<file path="config.mk">
export PLATFORM = sky130hd
export DESIGN_NAME = rate_decoder
export DESIGN_NICKNAME = d
export VERILOG_FILES = /design/src/rtl/rate_decoder.sv
export SDC_FILE = /design/constraint.sdc
export NUM_CORES = 1
export LEC_CHECK = 0
export ABC_CLOCK_PERIOD_IN_PS = 7560
export BUFFER_PORTS_ARGS = -buffer_cell sky130_fd_sc_hd__buf_2
export CAP_MARGIN = 20
export CORE_UTILIZATION = 60
export CTS_CLUSTER_DIAMETER = 40
export DETAILED_ROUTE_END_ITERATION = 8
export HOLD_SLACK_MARGIN = 0.06
export PLACE_DENSITY = 0.79
export SLEW_MARGIN = 30
export SYNTH_ARGS = -nofsm -noshare
export SYNTH_HDL_FRONTEND = slang
export SYNTH_SLANG_ARGS = --single-unit
export TNS_END_PERCENT = 1
</file>
<file path="constraint.sdc">
create_clock -name ClockIn -period 7.56 [get_ports ClockIn]
set_clock_uncertainty 0.05 [all_clocks]
set_input_delay 1.512 -clock ClockIn [delete_from_list [all_inputs] [get_ports ClockIn]]
set_output_delay 1.512 -clock ClockIn [all_outputs]
set_load 0.03 [all_outputs]
</file>
<file path="src/rtl/rate_decoder.sv">
`default_nettype none
// +--------------------------------------------------------------------------+
// | rate_decoder : recovers the Speed code of a rate-divided counter stream  |
// | Optional macro STEP_CHECK_EN adds the +1 step checker.     Rev 1.0       |
// +--------------------------------------------------------------------------+
module rate_decoder #(
  parameter int PERIOD1 = 500,
  parameter int PERIOD2 = 1000,
  parameter int PERIOD3 = 2000,
  parameter int TOL     = 2,
  parameter int CNT_W   = 12
) (
  input  logic       ClockIn,
  input  logic       Reset,
  input  logic [3:0] CounterValue,
  output logic [1:0] Speed,
  output logic       Valid,
  output logic       Lost,
  output logic       StepError
);

  localparam int LW = CNT_W + 1;

  localparam logic [LW-1:0]    c_ONE        = LW'(1);
  localparam logic [LW-1:0]    c_P1_LO      = LW'(PERIOD1 - TOL);
  localparam logic [LW-1:0]    c_P1_HI      = LW'(PERIOD1 + TOL);
  localparam logic [LW-1:0]    c_P2_LO      = LW'(PERIOD2 - TOL);
  localparam logic [LW-1:0]    c_P2_HI      = LW'(PERIOD2 + TOL);
  localparam logic [LW-1:0]    c_P3_LO      = LW'(PERIOD3 - TOL);
  localparam logic [LW-1:0]    c_P3_HI      = LW'(PERIOD3 + TOL);
  // Timeout fires on the edge where the counter would become PERIOD3+TOL+1.
  localparam logic [CNT_W-1:0] c_TIMEOUT_M1 = CNT_W'(PERIOD3 + TOL);

  localparam logic [1:0] c_IDLE    = 2'd0;
  localparam logic [1:0] c_ACQ     = 2'd1;
  localparam logic [1:0] c_CONFIRM = 2'd2;
  localparam logic [1:0] c_LOCKED  = 2'd3;

  logic [1:0]       state_q, state_d;
  logic [CNT_W-1:0] cnt_q, cnt_d;
  logic [3:0]       prev_q;
  logic [1:0]       cand_q, cand_d;
  logic [1:0]       speed_q, speed_d;
  logic             lost_q;

  logic             w_change;
  logic [LW-1:0]    w_len;
  logic             w_match;
  logic [1:0]       w_code;
  logic             w_timeout;

  assign w_change  = (CounterValue != prev_q);
  assign w_len     = {1'b0, cnt_q} + c_ONE;
  assign cnt_d     = w_change ? '0 : ((&cnt_q) ? cnt_q : cnt_q + 1'b1);
  assign w_timeout = (state_q != c_IDLE) && !w_change && (cnt_q == c_TIMEOUT_M1);

  always_comb begin
    w_match = 1'b1;
    w_code  = 2'b00;
    if (w_len == c_ONE) begin
      w_code = 2'b00;
    end else if (w_len >= c_P1_LO && w_len <= c_P1_HI) begin
      w_code = 2'b01;
    end else if (w_len >= c_P2_LO && w_len <= c_P2_HI) begin
      w_code = 2'b10;
    end else if (w_len >= c_P3_LO && w_len <= c_P3_HI) begin
      w_code = 2'b11;
    end else begin
      w_match = 1'b0;
    end
  end

  always_ff @(posedge ClockIn) begin
    if (Reset) begin
      state_q <= c_IDLE;
      cnt_q   <= '0;
      prev_q  <= CounterValue;
      cand_q  <= 2'b00;
      speed_q <= 2'b00;
      lost_q  <= 1'b0;
    end else begin
      state_q <= state_d;
      cnt_q   <= cnt_d;
      prev_q  <= CounterValue;
      cand_q  <= cand_d;
      speed_q <= speed_d;
      lost_q  <= w_timeout;
    end
  end

  always_comb begin
    state_d = state_q;
    cand_d  = cand_q;
    speed_d = speed_q;
    if (w_change) begin
      case (state_q)
        c_IDLE: state_d = c_ACQ;
        c_ACQ: begin
          if (w_match) begin
            cand_d  = w_code;
            state_d = c_CONFIRM;
          end
        end
        c_CONFIRM: begin
          if (!w_match) begin
            state_d = c_ACQ;
          end else if (w_code == cand_q) begin
            state_d = c_LOCKED;
            speed_d = cand_q;
          end else begin
            cand_d = w_code;
          end
        end
        c_LOCKED: begin
          if (!w_match) begin
            state_d = c_ACQ;
          end else if (w_code != speed_q) begin
            cand_d  = w_code;
            state_d = c_CONFIRM;
          end
        end
        default: state_d = c_IDLE;
      endcase
    end else if (w_timeout) begin
      state_d = c_IDLE;
    end
  end

  always_comb begin
    Speed = speed_q;
    Valid = (state_q == c_LOCKED);
    Lost  = lost_q;
  end

`ifdef STEP_CHECK_EN
  logic step_q;
  logic w_step_bad;

  // 4-bit add wraps, so 15->0 counts as a legal step.
  assign w_step_bad = w_change && (state_q == c_LOCKED) &&
                      (CounterValue != prev_q + 4'd1);

  always_ff @(posedge ClockIn) begin
    if (Reset) begin
      step_q <= 1'b0;
    end else begin
      step_q <= w_step_bad;
    end
  end

  assign StepError = step_q;
`else
  assign StepError = 1'b0;
`endif

endmodule
`default_nettype wire

</file>
# After elaboration in Yosys (flattened, before gate mapping)
# Cells that the tools add are included.
# Widths: inputs -> output; s select.
[totals] regBits=23 in_bits=6 out_inout_bits=5 wordCells=67
[classes] n_addsub=2 n_lt_le_gt_ge=6 eq_ne=16 mux=22 n_reduce_logical=15
[ops] cell="$mux 2" n=16
[ops] cell="$add 12x1->13 const B" n=1
[ops] cell="$eq 13x1->1 const B" n=1
[ops] cell="$ge 13x10->1 const B" n=1
[ops] cell="$ge 13x11->1 const B" n=1
[ops] cell="$ge 13x9->1 const B" n=1
[ops] cell="$le 13x10->1 const B" n=1
[ops] cell="$le 13x11->1 const B" n=1
[ops] cell="$le 13x9->1 const B" n=1
[ops] cell="$add 12x1->12 const B" n=1
[ops] cell="$eq 12x11->1 const B" n=1
[ops] cell="$reduce_and 12->1" n=1
[ops] cell="$pmux 2 s4" n=1
[ops] cell="$reduce_and 4->1" n=2
[ops] cell="$reduce_and 7->1" n=1
[ops] cell="$ne 2x2->1 const B" n=3
[ops] cell="$pmux 2 s3" n=1
[ops] cell="$logic_and 1x1->1" n=5
[ops] cell="$eq 2x2->1 const B" n=2
[ops] cell="$mux 1" n=4
[ops] cell="$ne 2x1->1 const B" n=2
[ops] cell="$ne 4x3->1 const B" n=1
[ops] cell="$ne 4x4->1" n=1
[ops] cell="$ne 4x4->1 const B" n=1
[ops] cell="other kinds (9)" n=10

# Logic depth before layout (Yosys ltp)
# Gate-level depths: netlist of the first run.
[logic_depth] depth_word=12 depth_mapped=12 depth_no_buf=10

# Least setup slack after synthesis of the first run
# OpenSTA, ideal clock, no wires.
[synth_path] kind="reg-to-reg" from="reg cnt_q[0]" to="reg speed_q[1] (netlist: Speed[1])" setup_ns=0.123 arrival_time_ns=3.025 t_required_ns=7.387 slack_ns=4.362 path_stages_with_launch=12 path_buffers=2 synth_period_minus_slack_ns=3.198 path_cell_list="dfxtp_1 > buf_4 > inv_1 > ha_1 > buf_2 > nor3_1 > or4_1 > a41oi_1 > nor2_1 > a31o_2 > o2111ai_1 > mux2_1"
[synth_between] elab_chain_cells=9 word_cells_on_any_way=21 classes_between="add/sub: 1; order compare: 6; eq/ne: 2; mux: 8; reduce/logical: 4"
[synth_rtl] item="start: declaration" line="40" rtl="logic [CNT_W-1:0] cnt_q, cnt_d;"
[synth_rtl] item="start signal: assignment" line="83" rtl="cnt_q <= cnt_d;"
[synth_rtl] item="$add 12x1->13 (*)" line="53" rtl="assign w_len = {1'b0, cnt_q} + c_ONE;"
[synth_rtl] item="net w_len[0]" line="47" rtl="logic [LW-1:0] w_len;"
[synth_rtl] item="$ge 13x11->1 or $le 13x11->1 (tied branches)" line="66" rtl="end else if (w_len >= c_P3_LO && w_len <= c_P3_HI) begin"
[synth_rtl] item="$logic_and 1x1->1" line="66"
[synth_rtl] item="$mux 2" line="66"
[synth_rtl] item="$mux 2" line="64" rtl="end else if (w_len >= c_P2_LO && w_len <= c_P2_HI) begin"
[synth_rtl] item="$mux 2" line="62" rtl="end else if (w_len >= c_P1_LO && w_len <= c_P1_HI) begin"
[synth_rtl] item="$mux 2" line="60" rtl="if (w_len == c_ONE) begin"
[synth_rtl] item="$eq 2x2->1" line="107" rtl="end else if (w_code == cand_q) begin"
[synth_rtl] item="$reduce_and 4->1 (no line) (*)"
[synth_rtl] item="end signal: assignment" line="86" rtl="speed_q <= speed_d;"
[synth_rtl] item="end: declaration" line="43" rtl="logic [1:0] speed_q, speed_d;"
# Mark *: on every way through the listed nets, which the timed path passes. The rest lies on a longest branch.
# A chain may end at the register's enable or synchronous reset.

# Worst setup path in the final report of the first run
[layout_path] from="reg cnt_q[0]" to="reg speed_q[1] (netlist: Speed[1])"
[layout_between] elab_chain_cells=9 word_cells_on_any_way=21 classes_between="add/sub: 1; order compare: 6; eq/ne: 2; mux: 8; reduce/logical: 4"
[layout_rtl] item="$add 12x1->13 (*)" line="53"
[layout_rtl] item="$ge 13x11->1 or $le 13x11->1 (tied branches)" line="66"
[layout_rtl] item="$logic_and 1x1->1" line="66"
[layout_rtl] item="$mux 2" line="66"
[layout_rtl] item="$mux 2" line="64"
[layout_rtl] item="$mux 2" line="62"
[layout_rtl] item="$mux 2" line="60"
[layout_rtl] item="$eq 2x2->1" line="107"
[layout_rtl] item="$reduce_and 4->1 (no line) (*)"
# Mark *: on every way between the ends. The rest lies on a longest branch, timed or not.

==> results.txt, run 1 <==
For this design the top-level I/O count stands at 11. For this run, design rule violations remaining after detail routing come to 0. The first detailed-routing pass took 4 iterations.

TritonCTS built the clock tree. The logs give 0.633 nW for the static leakage and 0.921 for the placer's final routability congestion estimate. The part of the cycle the worst path needs is 54.2%, and the minimum period implied by the final worst setup slack is 4.09 ns. The via count of the first global-routing pass is 1384. The number of library cell types mapped by synthesis is 69.

The run finished with clean final reports. The run gives 0.00276 mm² as the core area. After clock tree synthesis, the repair step resized 0 gates.

Clock tree synthesis found a total of 23 sinks. From synthesis to final layout, the design area changed by 1.07%. The combined area of all synthesized cells was 0.00175 mm². The repair_antennas step left the layout with diodes totalling 0.

The most frequently used flop master after synthesis is sky130_fd_sc_hd__dfxtp_1. After technology mapping, the gate count stands at 211. Of the cells placed in the final design, the portion with a size suffix greater than 1 is 16.7%. The die covers 0.00314 mm². The clock-pin slew reported for the worst setup and hold paths after clock tree synthesis is 0.14 ns.

In this run the post-CTS setup repair buffer count came out at 0. The clock passes through at most 2 buffers. Width of the die: 56.1 µm. The tools report the critical path launch point type as a flip-flop. Buffer type at the clock tree root: sky130_fd_sc_hd__clkbuf_4. For the via count, the log shows 1566. STA classifies the critical path endpoint as a flip-flop. Entering global routing, the biggest net connects 20 pins. The average instance in the mapped netlist occupies 8.31 µm². Setup repair after global routing left no endpoint under its margin. The critical path data arrival time was 4.28 ns; the count of pins over their slew limit was 0.

Number of hold violations in the final report: 0. The share of the synthesized area in the top cell type came out at 26.3%. The most common cell in the synthesized netlist is sky130_fd_sc_hd__dfxtp_1. The run gives 221 as the post-layout net count. The run gives 0.000160 V as the peak supply drop.

Dividing the detail-routed wire length by the instance count gives 15.2 µm. The final layout contains routed wiring with a total length of 3660 µm. The max-cap check violation count was 0; the quantity of I/O buffers inserted on ports was 9.

After global routing the overflow that remains totals 0. Using the TritonRoute via totals, the vias-per-cell ratio works out to 6.50. Of all cell types, the one taking the most synthesized area is sky130_fd_sc_hd__dfxtp_1. Clock latency on the worst-skew pair, taken at its later pin, is 0.33 ns. Once detailed placement completed, the half-perimeter wirelength came to 2790 µm. The min-delay analysis places its worst path in the category reg -> reg. The tools report the Yosys warning count as 0. The count of nets left with antenna violations once routing finished came out at 0. In this run the power density over the cells is 134 mW/mm². The final setup TNS is 0 ns, and the post-synth net total is 221. The type of the worst setup path was reg -> reg. The violation count after the first detailed-routing iteration is 78.

After synthesis, the most frequently instantiated cells are sky130_fd_sc_hd__dfxtp_1 (23), sky130_fd_sc_hd__nor2_1 (15), sky130_fd_sc_hd__a21oi_1 (14). At the worst endpoint, the required time is 7.74 ns. Sorting the synthesized cells by area gives the leading types as sky130_fd_sc_hd__dfxtp_1 (26%), sky130_fd_sc_hd__a21oi_1 (4.0%), sky130_fd_sc_hd__xor2_1 (4.0%). Sequential cells were found to cover 26.3% of the synthesized design area. The tools report the number of setup violations in the final report as 0. The initial antenna violation count was 0; the placement row count was 19.

At the end of the flow the core is filled with cells to 64.2%. Headroom to the max-slew limit came out at 48.3%. The run gives 1 as the total number of H-tree levels. The die boundary height works out to 56.1 µm. In the final layout, the multi-input gates occupy 0.00117 mm².

At the pin with the least slew margin, the transition time is 0.768 ns. The global-route wire length before repair was 6240 µm; the critical-path maximum fanout was 17. For the upper clock frequency limit, the log shows 0.244 GHz. Once the floorplan was initialized, standard cells occupied 63.6% of the core. The logs give 3 for the number of buffers created by CTS and 24.9% for the overall fraction of global-route tracks in use. The post-synthesis async set-or-reset flop share works out to 0%. Counting the fill cells in the layout gives 238. In the final layout, flip-flops and latches occupy 460 µm². Post-cts hold buffer count: 0.

Yosys mapped a number of flops with a built-in enable equal to 0. Counting flops and latches in the post-synthesis netlist gives 23.
routing by layer:
metal,share of wire [%],vias up,global-route usage (%)
li1,-,766,-
met1,47,738,36.1
met2,45,55,37.4
met3,6.3,7,3.02
met4,1.7,0,9.76
met5,0,-,0
sequential cells by signal (all words and copies together), names as in the netlist:
register,count
Lost,1
prev_q,4
state_q,2
Speed,2
cnt_q,12
cand_q,2
worst max-delay path, stage by stage (launching register included):
cell	delay, ns
sky130_fd_sc_hd__dfxtp_1	0.68
sky130_fd_sc_hd__ha_1	0.63
sky130_fd_sc_hd__nand4_2	0.24
sky130_fd_sc_hd__nor3_2	0.36
sky130_fd_sc_hd__mux2_2	0.42
sky130_fd_sc_hd__or4b_1	0.59
sky130_fd_sc_hd__o21ai_1	0.23
sky130_fd_sc_hd__nor3_1	0.12
sky130_fd_sc_hd__o2111ai_1	0.32
sky130_fd_sc_hd__mux2_1	0.36
metrics by stage:
step / total power, mW / worst slack, ns / std cells / hold slack [ns] / area [µm²]
3_5_place_dp: 0.181 / 3.48 / 237 / 0.453 / 1740
2_1_floorplan: 0.172 / 4.36 / 211 / 0.426 / 1750
4_1_cts: 0.237 / 3.49 / 241 / 0.468 / 1770
3_3_place_gp: 0.179 / 3.71 / 237 / 0.447 / 1740
5_1_grt: 0.246 / 3.13 / 241 / 0.498 / 1770
6_report: 0.237 / 3.47 / 241 / 0.469 / 1770
layout by cell type, fill, tap and decap left out, types with 3 or more instances in the layout:
cell type and n:
sky130_fd_sc_hd__nand2b_1 6, sky130_fd_sc_hd__nor2_1 15, sky130_fd_sc_hd__a21oi_1 14, sky130_fd_sc_hd__nand4b_1 3
sky130_fd_sc_hd__ha_1 4, sky130_fd_sc_hd__nand3_1 5, sky130_fd_sc_hd__o21ai_0 7, sky130_fd_sc_hd__mux2i_1 3
sky130_fd_sc_hd__nor4_1 5, sky130_fd_sc_hd__or2_2 3, sky130_fd_sc_hd__xnor2_1 7, sky130_fd_sc_hd__dfxtp_1 23
sky130_fd_sc_hd__or3_1 4, sky130_fd_sc_hd__buf_2 9, sky130_fd_sc_hd__nand2_1 12, sky130_fd_sc_hd__inv_1 8
sky130_fd_sc_hd__nor3_1 7, sky130_fd_sc_hd__xor2_1 8, sky130_fd_sc_hd__clkbuf_4 3
area by class of cell:
| class | instances | area share (%) |
|---|---|---|
| Tap cell | 31 | 2.19 |
| Multi-Input combinational cell | 166 | 66.0 |
| Clock buffer | 3 | 1.27 |
| Sequential cell | 23 | 26.0 |
| Timing Repair Buffer | 9 | 2.54 |
| Clock inverter | 1 | 0.282 |
| Inverter | 8 | 1.69 |
worst paths after layout:
kind | slack [ns] | endpoint | startpoint | cells after the start
max | 3.47 | Speed[1] | cnt_q[0] | 9
max reg2reg | 3.47 | Speed[1] | cnt_q[0] | 9
min reg2reg | 0.47 | state_q[1] | state_q[0] | 2
min | 0.47 | state_q[1] | state_q[0] | 2
logic make-up (layout without fill, tap and decap cells):
logic type / after synthesis / after routing / share of synthesized area, %
other: 1 / 1 / 0.214
AND/OR/NAND/NOR: 90 / 90 / 31.2
multiplexers: 5 / 5 / 3.00
XOR/XNOR: 15 / 15 / 7.49
AO/OA/AOI/OAI: 51 / 51 / 22.0
flip-flops: 23 / 23 / 26.3
buffers and inverters: 22 / 21 / 7.00
adder cells (fa/ha/maj): 4 / 4 / 2.86
power breakdown:
part	switching, mW	leakage (nW)	internal, mW
Sequential	0.00623	0.188	0.127
Combinational	0.0256	0.428	0.0194
Clock	0.0386	0.0177	0.0198
No activity file was read; power rests on OpenSTA's default activity.
==> run 2, diff against run 1 <==
- ABC_AREA: unset -> 1
- ABC_CLOCK_PERIOD_IN_PS: 7560 -> 4050
- clock period: 7.56 -> 4.05 ns (I/O delays scaled with it)
==> results.txt, run 2 <==
The post-synthesis async set-or-reset flop share is 0% (unchanged), and the critical path buffer and inverter count is 2 (was 0). The number of flip-flops and latches in the synthesized netlist was 23 (unchanged); the post-layout net count was 293 (was 221). The class of the tightest hold or removal check was reg -> reg (unchanged).

The run gives 0.00172 mm² (was 0.00175 mm²) as the combined area of all synthesized cells. The initial antenna violation count is 0 (unchanged), and the summed area of non-filler cells in the final layout is 0.00183 mm² (was 0.00177 mm²). Dominant cells by area after synthesis: sky130_fd_sc_hd__dfxtp_1 (27%), sky130_fd_sc_hd__nand2_1 (15%), sky130_fd_sc_hd__nand3_1 (8.1%) (was sky130_fd_sc_hd__dfxtp_1 (26%), sky130_fd_sc_hd__a21oi_1 (4.0%), sky130_fd_sc_hd__xor2_1 (4.0%)). The depth of the most critical reg-to-reg path was 14 (was 9).

The total power density per cell area was 329 mW/mm² (was 134 mW/mm²); the measured slew at the worst slew-check pin was 0.592 ns (was 0.768 ns). The fraction of final layout cells sized beyond drive strength 1 is 18.8% (was 16.7%). The largest incremental delay on the critical path was 0.48 ns (was 0.68 ns); the minimum period implied by the final worst setup slack was 2.51 ns (was 4.09 ns).

The slowest cell on the critical path was sky130_fd_sc_hd__dfxtp_1 (unchanged). CP cell instances: inv_2 -> ha_1 -> inv_1 -> nor3_1 -> nand2_2 -> nand2_1 -> nand3_1 -> nand2_2 -> nand2_2 -> nand2_2 -> nand4_2 -> nor2_2 -> o21ai_1 -> a21oi_1 (was ha_1 -> nand4_2 -> nor3_2 -> mux2_2 -> or4b_1 -> o21ai_1 -> nor3_1 -> o2111ai_1 -> mux2_1). For the peak supply drop, the log shows 0.000357 V (was 0.000160 V). The register with the most flip-flops is cnt_q (unchanged). The clock-pin slew reported for the worst setup and hold paths after clock tree synthesis was 0.13 ns (was 0.14 ns); the placer's final routability congestion estimate was 0.922 (was 0.921).

The most common cell after layout, fill and taps aside is sky130_fd_sc_hd__nand2_1 (was sky130_fd_sc_hd__dfxtp_1). The core area was 0.00273 mm² (was 0.00276 mm²); the worst path required time was 4.26 ns (was 7.74 ns). The run gives 280 (was 221) as the post-synth net total. The logs give 0 (unchanged) for the count of unresolved DRC violations after routing and 63.0% (was 63.6%) for the effective utilization at floorplan. Registers with the highest flip-flop counts: cnt_q (12), prev_q (4) (unchanged). The worst flop-to-flop path startpoint is cnt_q[0] (unchanged).

Proportion of synthesized chip area in sequential cells: 26.7% (was 26.3%). The tools report the top-level port count as 11 (unchanged). The run gives 3750 µm (was 3660 µm) as the detailed-route wire length. Largest area contributor in the synthesized netlist: sky130_fd_sc_hd__dfxtp_1 (unchanged). Critical path launch point: cnt_q[0] (unchanged). The number of hold violations in the final report was 0 (unchanged). The number of setup buffers added after CTS came out at 0 (unchanged). Die boundary height: 55.6 µm (was 56.1 µm).

Worst flop-to-flop path endpoint: Speed[1] (unchanged). The logs give 1.54 ns (was 3.47 ns) for the setup slack of the most critical reg-to-reg path and 0.32 ns (was 0.33 ns) for the clock latency at the later pin of the worst-skew pair. The run gives 24.8% (was 24.9%) as the overall fraction of global-route tracks in use. The most instantiated library cell after synthesis is sky130_fd_sc_hd__nand2_1 (was sky130_fd_sc_hd__dfxtp_1).

The critical path launch point type is a flip-flop (unchanged). The library cell appearing most often on the critical path is sky130_fd_sc_hd__nand2_2. The Yosys warning count was 0 (unchanged). The tools report the worst relative slew slack as 60.1% (was 48.3%).

The part of the cycle the worst path needs is 61.9% (was 54.2%). The width of the die works out to 55.6 µm (was 56.1 µm). The per-instance average area after synthesis is 6.38 µm² (was 8.31 µm²).

The run gives 0 (unchanged) as the global-route congestion overflow total. The quantity of I/O buffers inserted on ports works out to 9 (unchanged). The max-cap check violation count was 0 (unchanged). The kind of end point of the critical path was a flip-flop (unchanged). The run gives 2.72 ns (was 4.28 ns) as the critical path data arrival time.

The area added between synthesis and finish was 5.95% (was 1.07%); the cell area after placement was 0.00180 mm² (was 0.00174 mm²). The run gives 0 (unchanged) as the number of diodes. The largest delay contributor family on the critical path was simple AND/OR/NAND/NOR gates (unchanged). The end-of-flow core utilization came out at 66.8% (was 64.2%). The via count is 1701 (was 1566). The maximum clock path buffer count is 2 (unchanged), and the number of library cell types mapped by synthesis is 32 (was 69). For the count of pins over their slew limit, the log shows 0 (unchanged). The number of gates on the worst path with buffers counted works out to 14 (was 9). The tools report the final setup TNS as 0 ns (unchanged). Commonest cells post-synth: sky130_fd_sc_hd__nand2_1 (67), sky130_fd_sc_hd__inv_1 (32), sky130_fd_sc_hd__nor2_1 (29) (was sky130_fd_sc_hd__dfxtp_1 (23), sky130_fd_sc_hd__nor2_1 (15), sky130_fd_sc_hd__a21oi_1 (14)). The post-cts hold buffer count was 0 (unchanged).

The placed wire-length estimate is 3040 µm (was 2790 µm), and the flip-flop count of the largest register, all copies and words added is 12 (unchanged). The share of the synthesized area in the top cell type came out at 26.7% (was 26.3%). The detailed-router iteration count before antenna repair was 4 (unchanged).

Global-route wire length before repair: 6100 µm (was 6240 µm). The number of vias per cell was 5.43 (was 6.50). The flow ran to the end, and the final reports show no timing, DRC or antenna violations. The full die area was 0.00309 mm² (was 0.00314 mm²); the placement row count was 19 (unchanged).

Maximum number of pins on one net before global-route repair: 13 (was 20). The run gives 0 (unchanged) as the quantity of gates resized following cts. TritonCTS built the clock tree. Most frequently used flop master after synthesis: sky130_fd_sc_hd__dfxtp_1 (unchanged).

The number of setup violations in the final report is 0 (unchanged). Routed wire length per instance: 12.0 µm (was 15.2 µm). The final hold slack is 0.477 ns (was 0.469 ns), and the static leakage is 0.859 nW (was 0.633 nW).

Highest-count cells in the layout ignoring fill and taps: sky130_fd_sc_hd__nand2_1 (67), sky130_fd_sc_hd__inv_1 (32), sky130_fd_sc_hd__nor2_1 (29), sky130_fd_sc_hd__nand3_1 (28), sky130_fd_sc_hd__dfxtp_1 (23) (was sky130_fd_sc_hd__dfxtp_1 (23), sky130_fd_sc_hd__nor2_1 (15), sky130_fd_sc_hd__a21oi_1 (14), sky130_fd_sc_hd__nand2_1 (12), sky130_fd_sc_hd__buf_2 (9)). The tools report the violation count after the first detailed-routing iteration as 85 (was 78). The number of enable flip-flop cells after synthesis came out at 0 (unchanged). For the number of buffers created by CTS, the log shows 3 (unchanged).

The run gives 1349 (was 1384) as the via count of the first global-routing pass. The tools report the number of nets with antenna violations after detailed routing as 0 (unchanged). The tools report the upper clock frequency limit as 0.399 GHz (was 0.244 GHz). The buffer type at the clock tree root is sky130_fd_sc_hd__clkbuf_4 (unchanged).

Type of the worst setup path: reg -> reg (unchanged). The total number of H-tree levels was 1 (unchanged). The critical-path maximum fanout was 7 (was 17); the post-synthesis cell count was 270 (was 211). Setup repair after global routing left no endpoint under its margin. Destination of the critical timing path: Speed[1] (unchanged). For the number of clock sinks, the log shows 23 (unchanged).
-- run 2: cell count changes after synthesis, sizes merged, moves of 7 or more --
cell / change
buf: -10
nand2: +72
nand3: +26
nand2b: -7
nor2: +24
xnor2: -7
inv: +27
-- run 2: logic make-up after synthesis --
kind of cell    count (synthesis)  synth area share (%)
buf+inv                        37                  8.28
other cells                     1                 0.218
xor+xnor                        4                  2.03
compound gates                 28                  9.01
fa+ha+maj                       4                  2.90
simple gates                  173                  50.8
flops                          23                  26.7
-- run 2: stage by stage --
step / setup WS, ns / instances / power (mW)
2_1_floorplan: 1.87 / 270 / 0.452
3_3_place_gp: 1.37 / 309 / 0.494
6_report: 1.54 / 313 / 0.601
3_5_place_dp: 1.41 / 309 / 0.495
5_1_grt: 1.27 / 313 / 0.646
4_1_cts: 1.56 / 313 / 0.607
-- run 2: layout make-up --
class / instances / area (µm²)
Multi-Input combinational cell: 210 / 1120
Clock buffer: 4 / 26.3
Tap cell: 31 / 38.8
Inverter: 36 / 135
Timing Repair Buffer: 9 / 45.0
Fill cell: 245 / 908
Sequential cell: 23 / 460
-- run 2: metal layers --
layer | wire length [µm] | vias up | GRT usage (%)
met5 | 0 | - | 0
li1 | - | 890 | -
met2 | 1580 | 60 | 34.4
met3 | 217 | 4 | 2.56
met4 | 37 | 0 | 8.57
met1 | 1910 | 747 | 39.3
-- run 2: how the worst min path moves through the flow --
stage / end / slack, ns / from / depth (start not counted)
after floorplan: Speed[1] / 0.41 / cand_q[1] / 2
after global placement: Speed[0] / 0.45 / cand_q[0] / 2
after detailed placement: Speed[0] / 0.46 / cand_q[0] / 2
after CTS: Speed[1] / 0.48 / cand_q[1] / 2
after global routing: Speed[1] / 0.51 / cand_q[1] / 2
final: Speed[0] / 0.48 / cand_q[0] / 2
-- run 2: worst min-delay path, delay by kind of cell (launching register included) --
kind	cells	cell delay [ns]
buffers and inverters	1	0.09
DFF	1	0.34
AOI/OAI and AO/OA	1	0.06
-- run 2: power by group --
part | switching, mW | leakage, nW | total [mW] | internal, mW
clock network | 0.0729 | 0.0150 | 0.111 | 0.0386
logic | 0.131 | 0.657 | 0.206 | 0.0746
registers | 0.0276 | 0.188 | 0.284 | 0.256
